$ cat src/rtl/fetch_queue.sv
// fetch_queue: instruction-fetch front end between the imem port and decode.
// Issues sequential fetches over a ready-qualified handshake and buffers up to
// DEPTH fetched words with their PC and PC+4. A redirect flushes the queue and
// restarts fetch at a new target. A misaligned target becomes one fault entry
// and fetch halts until the next redirect.
//
// Ports:
//   clk, reset                 clock, synchronous active-high reset
//   redirect_valid/pc          flush and restart fetch at redirect_pc
//   imem_req/addr              fetch request and address (addr = fetch_pc)
//   imem_data/ready            fetched word, valid in the cycle ready=1
//   out_valid/deq_ready        head-of-queue handshake towards decode
//   out_pc/pc4/inst/fault      head entry, forced to 0 when out_valid=0
//   count, buf_empty, buf_full occupancy status
module fetch_queue #(
   parameter int unsigned            ADDR_WIDTH = 64,
   parameter int unsigned            INST_WIDTH = 32,
   parameter int unsigned            DEPTH      = 4,
   parameter logic [ADDR_WIDTH-1:0]  RESET_PC   = '0
) (
   input  logic                       clk,
   input  logic                       reset,
   input  logic                       redirect_valid,
   input  logic [ADDR_WIDTH-1:0]      redirect_pc,
   output logic                       imem_req,
   output logic [ADDR_WIDTH-1:0]      imem_addr,
   input  logic [INST_WIDTH-1:0]      imem_data,
   input  logic                       imem_ready,
   output logic                       out_valid,
   input  logic                       deq_ready,
   output logic [ADDR_WIDTH-1:0]      out_pc,
   output logic [ADDR_WIDTH-1:0]      out_pc4,
   output logic [INST_WIDTH-1:0]      out_inst,
   output logic                       out_fault,
   output logic [$clog2(DEPTH):0]     count,
   output logic                       buf_empty,
   output logic                       buf_full
);

   localparam int unsigned PTR_W = $clog2(DEPTH);
   localparam int unsigned CNT_W = PTR_W + 1;

   // Entry storage
   logic [ADDR_WIDTH-1:0] pc_mem   [DEPTH];
   logic [ADDR_WIDTH-1:0] pc4_mem  [DEPTH];
   logic [INST_WIDTH-1:0] inst_mem [DEPTH];
   logic                  fault_mem[DEPTH];

   // Control state
   logic [ADDR_WIDTH-1:0] fetch_pc_q, fetch_pc_d;
   logic [PTR_W-1:0]      rd_ptr_q, rd_ptr_d;
   logic [PTR_W-1:0]      wr_ptr_q, wr_ptr_d;
   logic [CNT_W-1:0]      count_q, count_d;
   logic                  fault_pending_q, fault_pending_d;
   logic                  halted_q, halted_d;

   logic                  accept_c;
   logic                  fault_push_c;
   logic                  push_c;
   logic                  pop_c;
   logic [ADDR_WIDTH-1:0] fetch_pc4_c;
   logic [INST_WIDTH-1:0] wr_inst_c;

   // Request issue and handshake qualification
   always_comb begin
      imem_req     = !reset && (count_q < CNT_W'(DEPTH)) && !halted_q && !fault_pending_q;
      imem_addr    = fetch_pc_q;
      out_valid    = (count_q != '0);
      accept_c     = imem_req && imem_ready && !redirect_valid;
      // A pending fault never coincides with a request, so the pushes are exclusive.
      fault_push_c = fault_pending_q && !redirect_valid && !reset;
      push_c       = accept_c || fault_push_c;
      pop_c        = out_valid && deq_ready && !redirect_valid;
      fetch_pc4_c  = fetch_pc_q + ADDR_WIDTH'(4);
      wr_inst_c    = fault_push_c ? '0 : imem_data;
   end

   // Head and status outputs
   always_comb begin
      out_pc    = '0;
      out_pc4   = '0;
      out_inst  = '0;
      out_fault = 1'b0;
      if (out_valid) begin
         out_pc    = pc_mem[rd_ptr_q];
         out_pc4   = pc4_mem[rd_ptr_q];
         out_inst  = inst_mem[rd_ptr_q];
         out_fault = fault_mem[rd_ptr_q];
      end
      count     = count_q;
      buf_empty = (count_q == '0);
      buf_full  = (count_q == CNT_W'(DEPTH));
   end

   // Next-state logic; redirect outranks push and pop
   always_comb begin
      fetch_pc_d      = fetch_pc_q;
      rd_ptr_d        = rd_ptr_q;
      wr_ptr_d        = wr_ptr_q;
      count_d         = count_q;
      fault_pending_d = fault_pending_q;
      halted_d        = halted_q;
      if (redirect_valid) begin
         fetch_pc_d      = redirect_pc;
         rd_ptr_d        = '0;
         wr_ptr_d        = '0;
         count_d         = '0;
         halted_d        = 1'b0;
         fault_pending_d = (redirect_pc[1:0] != 2'b00);
      end else begin
         if (push_c) begin
            wr_ptr_d = wr_ptr_q + PTR_W'(1);
         end
         if (pop_c) begin
            rd_ptr_d = rd_ptr_q + PTR_W'(1);
         end
         case ({push_c, pop_c})
            2'b10:   count_d = count_q + CNT_W'(1);
            2'b01:   count_d = count_q - CNT_W'(1);
            default: count_d = count_q;
         endcase
         if (accept_c) begin
            fetch_pc_d = fetch_pc4_c;
         end
         if (fault_push_c) begin
            fault_pending_d = 1'b0;
            halted_d        = 1'b1;
         end
      end
   end

   // Control registers
   always_ff @(posedge clk) begin
      if (reset) begin
         fetch_pc_q      <= RESET_PC;
         rd_ptr_q        <= '0;
         wr_ptr_q        <= '0;
         count_q         <= '0;
         fault_pending_q <= 1'b0;
         halted_q        <= 1'b0;
      end else begin
         fetch_pc_q      <= fetch_pc_d;
         rd_ptr_q        <= rd_ptr_d;
         wr_ptr_q        <= wr_ptr_d;
         count_q         <= count_d;
         fault_pending_q <= fault_pending_d;
         halted_q        <= halted_d;
      end
   end

   // Entry write; payload storage needs no reset since count gates visibility
   always_ff @(posedge clk) begin
      if (push_c && !reset) begin
         pc_mem[wr_ptr_q]    <= fetch_pc_q;
         pc4_mem[wr_ptr_q]   <= fetch_pc4_c;
         inst_mem[wr_ptr_q]  <= wr_inst_c;
         fault_mem[wr_ptr_q] <= fault_push_c;
      end
   end

endmodule

$ cat config.mk
export PLATFORM = sky130hd
export DESIGN_NAME = fetch_queue
export DESIGN_NICKNAME = d
export VERILOG_FILES = /design/src/rtl/fetch_queue.sv
export SDC_FILE = /design/constraint.sdc
export NUM_CORES = 1
export LEC_CHECK = 0
export ABC_CLOCK_PERIOD_IN_PS = 7600
export BUFFER_PORTS_ARGS = -buffer_cell sky130_fd_sc_hd__buf_2
export CAP_MARGIN = 0
export CORE_ASPECT_RATIO = 1.5
export CORE_MARGIN = 1.5
export CORE_UTILIZATION = 55
export CTS_CLUSTER_SIZE = 25
export DETAILED_ROUTE_END_ITERATION = 6
export GPL_ROUTABILITY_DRIVEN = 0
export PLACE_DENSITY = 0.86
export SETUP_SLACK_MARGIN = 0.15
export SLEW_MARGIN = 20
export SYNTH_ARGS = -nofsm -noshare
export SYNTH_HDL_FRONTEND = slang
export SYNTH_SLANG_ARGS = --single-unit
$ cat constraint.sdc
create_clock -name clk -period 7.6 [get_ports clk]
set_clock_uncertainty 0.15 [all_clocks]
set_input_delay 0 -clock clk [delete_from_list [all_inputs] [get_ports clk]]
set_output_delay 0 -clock clk [all_outputs]
set_load 0.005 [all_outputs]
==> flow_results.xml, run 1 <==
<?xml version="1.0" encoding="UTF-8"?>
<metrics>
  <group name="cts">
    <metric name="clock-root-buffer" unit="">sky130_fd_sc_hd__clkbuf_16</metric>
    <metric name="cts_buffers" unit="">59</metric>
    <metric name="worstSkewPairLatency" unit="ns">0.62</metric>
    <metric name="clock_tree_from_tritoncts" unit="">built</metric>
    <metric name="htree_num_levels" unit="">2</metric>
    <metric name="cts_setup_buffers" unit="">0</metric>
    <metric name="clk_transition_reported_paths" unit="ns">0.07</metric>
    <metric name="cts-root-to-sink-buffers" unit="">3</metric>
    <metric name="clock-sinks" unit="">711</metric>
  </group>
  <group name="worst_setup_path">
    <metric name="worstSetupPathType" unit="">primary input to flip-flop</metric>
    <metric name="critical_path.endpoint_type" unit="">flip-flop</metric>
    <metric name="ff2ff_setup_slack" unit="ns">3.57</metric>
    <metric name="timing.rr.start" unit="">count[2]</metric>
    <metric name="timing.critical_path.fanout_max" unit="">98</metric>
    <metric name="reg2reg_to" unit="">pc4_mem[2][33]</metric>
    <metric name="rr_worst_depth" unit="">5</metric>
    <metric name="start_kind" unit="">primary input</metric>
    <metric name="worst_setup_ep" unit="">pc4_mem[2][33]</metric>
    <metric name="arrival" unit="ns">4.20</metric>
    <metric name="start_point_of_the_critical_path" unit="">reset</metric>
    <metric name="cp_data_required_time" unit="ns">7.69</metric>
  </group>
  <group name="detailed_routing">
    <metric name="dr_total_vias" unit="">17960</metric>
    <metric name="drt-pass1-iter-count" unit="">7</metric>
    <metric name="postRouteAntennaNets" unit="">0</metric>
    <metric name="postRouteWirelength" unit="mm">77.05</metric>
    <metric name="remaining_drc_errors" unit="">1</metric>
    <metric name="avg_vias_per_cell" unit="">6.197</metric>
    <metric name="post_drt_wl_per_cell" unit="um">26.58</metric>
    <metric name="detailedRoute.firstIterationViolations" unit="">2019</metric>
  </group>
  <group name="die">
    <metric name="chipWidth" unit="um">191.4</metric>
    <metric name="initial_core_util" unit="%">55.69</metric>
    <metric name="design.core.area" unit="um^2">52580</metric>
    <metric name="die_height" unit="um">285.6</metric>
    <metric name="io_pins" unit="">333</metric>
    <metric name="fp.dieArea" unit="um^2">54670</metric>
    <metric name="std_cell_rows" unit="">103</metric>
  </group>
  <group name="cells_and_area">
    <metric name="syn_to_final_growth" unit="%">19.67</metric>
    <metric name="finalNetCount" unit="">2271</metric>
    <metric name="fin_util" unit="%">66.65</metric>
    <metric name="post_route_cells_drive_above_1_share" unit="%">28.68</metric>
  </group>
  <group name="logic_synthesis">
    <metric name="number_of_enable_type_register_cells_in_the_synthesized_netlist" unit="">636</metric>
    <metric name="unique_cell_type_count_in_the_yosys_netlist" unit="">48</metric>
    <metric name="synth-async-reset-ratio" unit="%">0</metric>
    <metric name="ys.warnings.count" unit="">0</metric>
    <metric name="synth.top_cells.by_area" unit="">sky130_fd_sc_hd__edfxtp_1, sky130_fd_sc_hd__mux4_2, sky130_fd_sc_hd__dfxtp_1</metric>
    <metric name="synth_nets" unit="">1832</metric>
    <metric name="netlist.top_cell.by_area" unit="">sky130_fd_sc_hd__edfxtp_1</metric>
    <metric name="post_synthesis_mean_instance_area" unit="um^2">16.99</metric>
    <metric name="synth_top_area_share" unit="%">65.22</metric>
    <metric name="postSynthRegisterBits" unit="">711</metric>
    <metric name="synth_top_flop_cell" unit="">sky130_fd_sc_hd__edfxtp_1</metric>
    <metric name="netlist_top_cells_count" unit="">sky130_fd_sc_hd__edfxtp_1, sky130_fd_sc_hd__and2_1, sky130_fd_sc_hd__mux4_2</metric>
    <metric name="most_frequent_cell_after_synthesis" unit="">sky130_fd_sc_hd__edfxtp_1</metric>
    <metric name="synth-seq-area-share" unit="%">70.34</metric>
    <metric name="post_synth_instance_area" unit="um^2">29280</metric>
    <metric name="synthesized_instance_count" unit="">1724</metric>
  </group>
  <group name="sta">
    <metric name="tightestPinTransition" unit="ns">1.069</metric>
    <metric name="slew_headroom" unit="%">28.75</metric>
    <metric name="rsz0062_at_grt" unit="">false</metric>
    <metric name="setup_viol" unit="">0</metric>
    <metric name="final.setup.tns" unit="ns">0</metric>
    <metric name="peak_freq" unit="MHz">243.6</metric>
    <metric name="final_min_period_over_clock_period" unit="%">54.02</metric>
    <metric name="hold_violations" unit="">0</metric>
    <metric name="post-route-worst-setup-slack" unit="ns">3.495</metric>
    <metric name="final_max_slew_viol_count" unit="">0</metric>
    <metric name="timing.final.crit_period" unit="ns">4.105</metric>
  </group>
  <group name="power">
    <metric name="power.net_switching" unit="mW">1.734</metric>
    <metric name="vdd.ir_drop.worst" unit="uV">210.8</metric>
    <metric name="seq_power_share" unit="%">54.5</metric>
    <metric name="power_per_cell_area" unit="nW/um^2">231.5</metric>
    <metric name="net_switching_share_of_the_total_power" unit="%">21.37</metric>
    <metric name="leakage" unit="nW">12.29</metric>
    <metric name="pwr-share-clk" unit="%">40.6</metric>
    <metric name="pint" unit="mW">6.380</metric>
    <metric name="comb_power_share" unit="%">4.9</metric>
  </group>
  <group name="global_route">
    <metric name="grt_use_total" unit="%">28.27</metric>
    <metric name="grt_antenna_before_repair" unit="">4</metric>
    <metric name="grt_pass1_vias" unit="">18260</metric>
    <metric name="grt_start_max_net_pins" unit="">99</metric>
    <metric name="grt_remaining_overflow" unit="">0</metric>
    <metric name="grt_pass1_wl" unit="mm">114.1</metric>
  </group>
  <group name="job">
    <metric name="timing.max_cap.violations" unit="">0</metric>
  </group>
  <group name="place">
    <metric name="dp_hpwl" unit="mm">44.57</metric>
    <metric name="worst_slack_at_placement" unit="ns">3.460</metric>
    <metric name="place.port_buffers" unit="">332</metric>
  </group>
  <group name="hold_path">
    <metric name="worst_hold_path_type" unit="">primary input to flip-flop</metric>
  </group>
  <group name="outcome">
    <metric name="run_status" unit="">finished, violations left</metric>
    <metric name="failed_checks" unit="">DRC</metric>
  </group>
</metrics>
-- kinds of logic (layout without fill, tap and decap cells) --
logic type,Yosys count,count (layout),synth area share [%]
and+or+nand+nor,530,530,10.11
xor gates and xnor gates,114,114,3.410
buffers and inverters,120,610,1.619
muxes,170,170,12.61
DFF,711,711,70.34
other,0,3,0
adders and majority gates,7,7,0.3247
AOI/OAI and AO/OA,72,72,1.581
-- placed cells by master (no fill, tap or decap), types with 32 or more instances in the layout --
cell type	n
sky130_fd_sc_hd__dfxtp_1	73
sky130_fd_sc_hd__xor2_1	44
sky130_fd_sc_hd__edfxtp_1	636
sky130_fd_sc_hd__nand2_1	67
sky130_fd_sc_hd__nor2_1	104
sky130_fd_sc_hd__clkbuf_16	59
sky130_fd_sc_hd__dlygate4sd3_1	129
sky130_fd_sc_hd__buf_2	332
sky130_fd_sc_hd__nand4_1	32
sky130_fd_sc_hd__and2_1	163
sky130_fd_sc_hd__nor2b_1	33
sky130_fd_sc_hd__mux4_2	159
sky130_fd_sc_hd__xnor2_1	70
-- power groups by stage --
stage	clock network (mW)	logic, mW	registers (mW)
after global routing	3.44	0.420	4.43
after floorplan	0	0.184	4.47
after detailed placement	0	0.327	4.51
after global placement	0	0.315	4.50
after CTS	3.30	0.384	4.42
final	3.29	0.395	4.42
-- layout make-up --
type                            count  area, um^2
Sequential cell                   711       20610
Inverter                           16       61.31
Multi-Input combinational cell    893        8243
Clock buffer                       76        1580
Antenna cell                        3       7.507
Clock inverter                     36       533.0
Timing Repair Buffer              482        3159
Tap cell                          682       853.3
Fill cell                        3311       17540
-- metrics by stage --
| stage | cell area [um^2] | power (mW) | instances | hold slack [ns] |
|---|---|---|---|---|
| floorplan | 29280 | 4.659 | 1724 | -0.1125 |
| global placement | 31600 | 4.813 | 2654 | 0.1004 |
| detailed placement | 31610 | 4.833 | 2654 | 0.1088 |
| CTS | 35010 | 8.106 | 2895 | 0.03006 |
| global route | 35040 | 8.293 | 2896 | 0.05828 |
| finish | 35040 | 8.113 | 2899 | 0.05211 |
-- layer usage --
layer / share of wire [%] / vias to the layer above / track usage (%)
met5: 0.049 / - / 0
met4: 6.6 / 6 / 16.66
met3: 8.8 / 266 / 4.944
met2: 49 / 1200 / 46.22
met1: 35 / 8971 / 35.54
li1: - / 7521 / -
-- worst min-delay path by stage --
stage	start	to	slack, ns	cells past startpoint
detailed placement	redirect_pc[29]	imem_addr[29]	0.11	3
CTS	redirect_pc[31]	imem_addr[31]	0.03	4
global route	redirect_pc[19]	imem_addr[19]	0.06	4
global placement	redirect_pc[1]	imem_addr[1]	0.10	3
finish	redirect_pc[31]	imem_addr[31]	0.05	4
floorplan	reset	imem_req	-0.11	1
-- critical path, stage by stage --
cell	delay, ns
sky130_fd_sc_hd__dlygate4sd3_1	0.53
sky130_fd_sc_hd__buf_2	0.12
sky130_fd_sc_hd__buf_4	0.35
sky130_fd_sc_hd__nor4_1	0.38
sky130_fd_sc_hd__nand2_1	0.47
sky130_fd_sc_hd__o22ai_1	0.62
sky130_fd_sc_hd__and2_4	0.88
sky130_fd_sc_hd__buf_12	0.44
-- what timing repair did --
action,4_1_cts,5_1_grt
endpoints found under the hold margin,198,0
hold buffers,129,0
resized for setup,0,0
-- sequential cells by signal (all words and copies together) (netlist names), named ones only --
register         flops
fault_mem            4
wr_ptr_q             2
halted_q             1
count                3
pc_mem             256
imem_addr           64
inst_mem           128
rd_ptr_q             2
pc4_mem            248
fault_pending_q      1
(Power assumes the default switching activity.)
==> run 2, diff against run 1 <==
ABC_CLOCK_PERIOD_IN_PS = 3970   (was 7600)
clock period = 3.97 ns   (was 7.6 ns; I/O delays follow)
==> flow_results.xml, run 2 (synthesized netlist as in run 1, its figures left out) <==
<?xml version="1.0" encoding="UTF-8"?>
<metrics>
  <group name="sta">
    <metric name="hold_violations" unit="">0</metric>
    <metric name="final_min_period_over_clock_period" unit="%">89.15</metric>
    <metric name="slew_headroom" unit="%">29.98</metric>
    <metric name="holdWs" unit="ns">0.04232</metric>
    <metric name="setup_viol" unit="">0</metric>
    <metric name="rsz0062_at_grt" unit="">false</metric>
    <metric name="final_max_slew_viol_count" unit="">0</metric>
    <metric name="final.setup.tns" unit="ns">0</metric>
    <metric name="tightestPinTransition" unit="ns">1.042</metric>
    <metric name="timing.final.crit_period" unit="ns">3.539</metric>
    <metric name="peak_freq" unit="MHz">282.5</metric>
  </group>
  <group name="worst_setup_path">
    <metric name="rr_worst_depth" unit="">8</metric>
    <metric name="worstSetupPathType" unit="">flip-flop to flip-flop</metric>
    <metric name="timing.rr.start" unit="">imem_addr[2]</metric>
    <metric name="start_kind" unit="">flip-flop</metric>
    <metric name="timing.critical_path.fanout_max" unit="">10</metric>
    <metric name="critical_path.endpoint_type" unit="">flip-flop</metric>
    <metric name="reg2reg_to" unit="">imem_addr[14]</metric>
    <metric name="ff2ff_setup_slack" unit="ns">0.43</metric>
    <metric name="arrival" unit="ns">3.95</metric>
    <metric name="cp_data_required_time" unit="ns">4.39</metric>
  </group>
  <group name="cells_and_area">
    <metric name="syn_to_final_growth" unit="%">21.62</metric>
    <metric name="registers.top_by_ff_count" unit="">pc_mem</metric>
    <metric name="post_route_cells_drive_above_1_share" unit="%">28.79</metric>
    <metric name="mostFrequentLayoutCells" unit="">sky130_fd_sc_hd__edfxtp_1, sky130_fd_sc_hd__buf_2, sky130_fd_sc_hd__and2_1</metric>
    <metric name="finalNetCount" unit="">2322</metric>
    <metric name="finalInstanceArea" unit="um^2">35620</metric>
    <metric name="largest_register_ffs" unit="">256</metric>
    <metric name="reg_top3" unit="">pc_mem: 256 flops, pc4_mem: 248 flops, inst_mem: 128 flops</metric>
    <metric name="layout_commonest_cell" unit="">sky130_fd_sc_hd__edfxtp_1</metric>
  </group>
  <group name="global_route">
    <metric name="grt_pass1_vias" unit="">18610</metric>
    <metric name="grt_remaining_overflow" unit="">0</metric>
    <metric name="grt_antenna_before_repair" unit="">4</metric>
    <metric name="grt_use_total" unit="%">28.30</metric>
    <metric name="grt_start_max_net_pins" unit="">94</metric>
    <metric name="grt_pass1_wl" unit="mm">114.9</metric>
  </group>
  <group name="cts">
    <metric name="cts-root-to-sink-buffers" unit="">3</metric>
    <metric name="cts_buffers" unit="">61</metric>
    <metric name="clock-root-buffer" unit="">sky130_fd_sc_hd__clkbuf_16</metric>
    <metric name="clk_transition_reported_paths" unit="ns">0.07</metric>
    <metric name="clock-sinks" unit="">711</metric>
    <metric name="htree_num_levels" unit="">2</metric>
    <metric name="clock_tree_from_tritoncts" unit="">built</metric>
    <metric name="worstSkewPairLatency" unit="ns">0.62</metric>
  </group>
  <group name="power">
    <metric name="total_power" unit="mW">15.55</metric>
    <metric name="power_per_cell_area" unit="nW/um^2">436.7</metric>
    <metric name="leakage" unit="nW">12.60</metric>
    <metric name="vdd.ir_drop.worst" unit="uV">430.9</metric>
  </group>
  <group name="die">
    <metric name="initial_core_util" unit="%">55.69</metric>
    <metric name="chipWidth" unit="um">191.4</metric>
    <metric name="std_cell_rows" unit="">103</metric>
    <metric name="die_height" unit="um">285.6</metric>
    <metric name="fp.dieArea" unit="um^2">54670</metric>
    <metric name="io_pins" unit="">333</metric>
    <metric name="design.core.area" unit="um^2">52580</metric>
  </group>
  <group name="detailed_routing">
    <metric name="post_drt_wl_per_cell" unit="um">26.14</metric>
    <metric name="dr_total_vias" unit="">18230</metric>
    <metric name="postRouteWirelength" unit="mm">77.11</metric>
    <metric name="drt-pass1-iter-count" unit="">5</metric>
    <metric name="postRouteAntennaNets" unit="">0</metric>
    <metric name="detailedRoute.firstIterationViolations" unit="">1884</metric>
    <metric name="avg_vias_per_cell" unit="">6.181</metric>
    <metric name="remaining_drc_errors" unit="">0</metric>
  </group>
  <group name="job">
    <metric name="timing.max_cap.violations" unit="">0</metric>
  </group>
  <group name="outcome">
    <metric name="run_status" unit="">finished, final reports clean</metric>
  </group>
  <group name="place">
    <metric name="detailed_place.area" unit="um^2">31900</metric>
    <metric name="dp_hpwl" unit="mm">46.77</metric>
    <metric name="place.port_buffers" unit="">332</metric>
  </group>
  <group name="hold_path">
    <metric name="min_from" unit="">imem_ready</metric>
    <metric name="worst_hold_path_type" unit="">primary input to flip-flop</metric>
    <metric name="hold_path_end" unit="">imem_addr[25]</metric>
    <metric name="worstHoldPathCells" unit="">6</metric>
  </group>
</metrics>
[run 2: cell types whose count changed in the layout (fill, tap and decap cells not counted), sizes merged]
cell         change
buf             +24
bufinv           -1
clkbuf           +9
clkinv           -1
clkinvlp         -4
dlygate4sd3     +25
inv              -1
[run 2: area by class of cell]
class	count	area, um^2
sequential	711	20610
tap	682	853.3
timing repair buffer	531	3716
clock inverter	29	436.7
clock buffer	85	1688
fill	3213	16960
inverter	16	61.31
multi-input combinational	893	8247
antenna	3	7.507
[run 2: worst max-delay path by stage]
stage	start	end	slack, ns	depth (start not counted)
global placement	imem_addr[2]	imem_addr[40]	0.89	7
CTS	imem_addr[2]	imem_addr[30]	0.23	7
detailed placement	imem_addr[4]	imem_addr[63]	0.78	6
global route	imem_addr[2]	imem_addr[60]	0.28	8
finish	imem_addr[2]	imem_addr[14]	0.43	8
floorplan	halted_q	fault_mem[0]	0.15	4
[run 2: stage by stage]
step	setup WS (ns)	cells	util (%)
final	0.4306	2950	67.74
after global routing	0.2811	2949	67.73
after CTS	0.2325	2944	67.65
after detailed placement	0.7775	2676	60.68
after global placement	0.8852	2676	60.68
after floorplan	0.1464	1724	-
[run 2: layer usage]
layer	routed length [um]	global-route usage [%]
met1	26920	35.44
met2	38980	47.80
met3	6941	4.797
met4	4243	13.87
met5	26	0
[run 2: worst max-delay path: stages, from the launching register on]
cell                            delay [ns]
sky130_fd_sc_hd__dfxtp_1              0.53
sky130_fd_sc_hd__ha_1                 0.32
sky130_fd_sc_hd__nand4_1              0.26
sky130_fd_sc_hd__nor3_1               0.88
sky130_fd_sc_hd__nand3_1              0.26
sky130_fd_sc_hd__xnor2_1              0.26
sky130_fd_sc_hd__nand2_1              0.09
sky130_fd_sc_hd__a21oi_1              0.15
sky130_fd_sc_hd__dlygate4sd3_1        0.58
[run 2: repair_timing]
item,4_1_cts,5_1_grt
hold buffers,154,0
setup buffers,0,3
endpoints found under the setup margin,0,6
resized for setup,0,1
endpoints found under the hold margin,203,0
[run 2: report_power, final]
| group | internal [mW] | leakage, nW | total (mW) | switching (mW) |
|---|---|---|---|---|
| logic | 0.378 | 5.04 | 0.811 | 0.432 |
| clock network | 3.63 | 1.03 | 6.29 | 2.66 |
| registers | 8.29 | 6.53 | 8.46 | 0.161 |
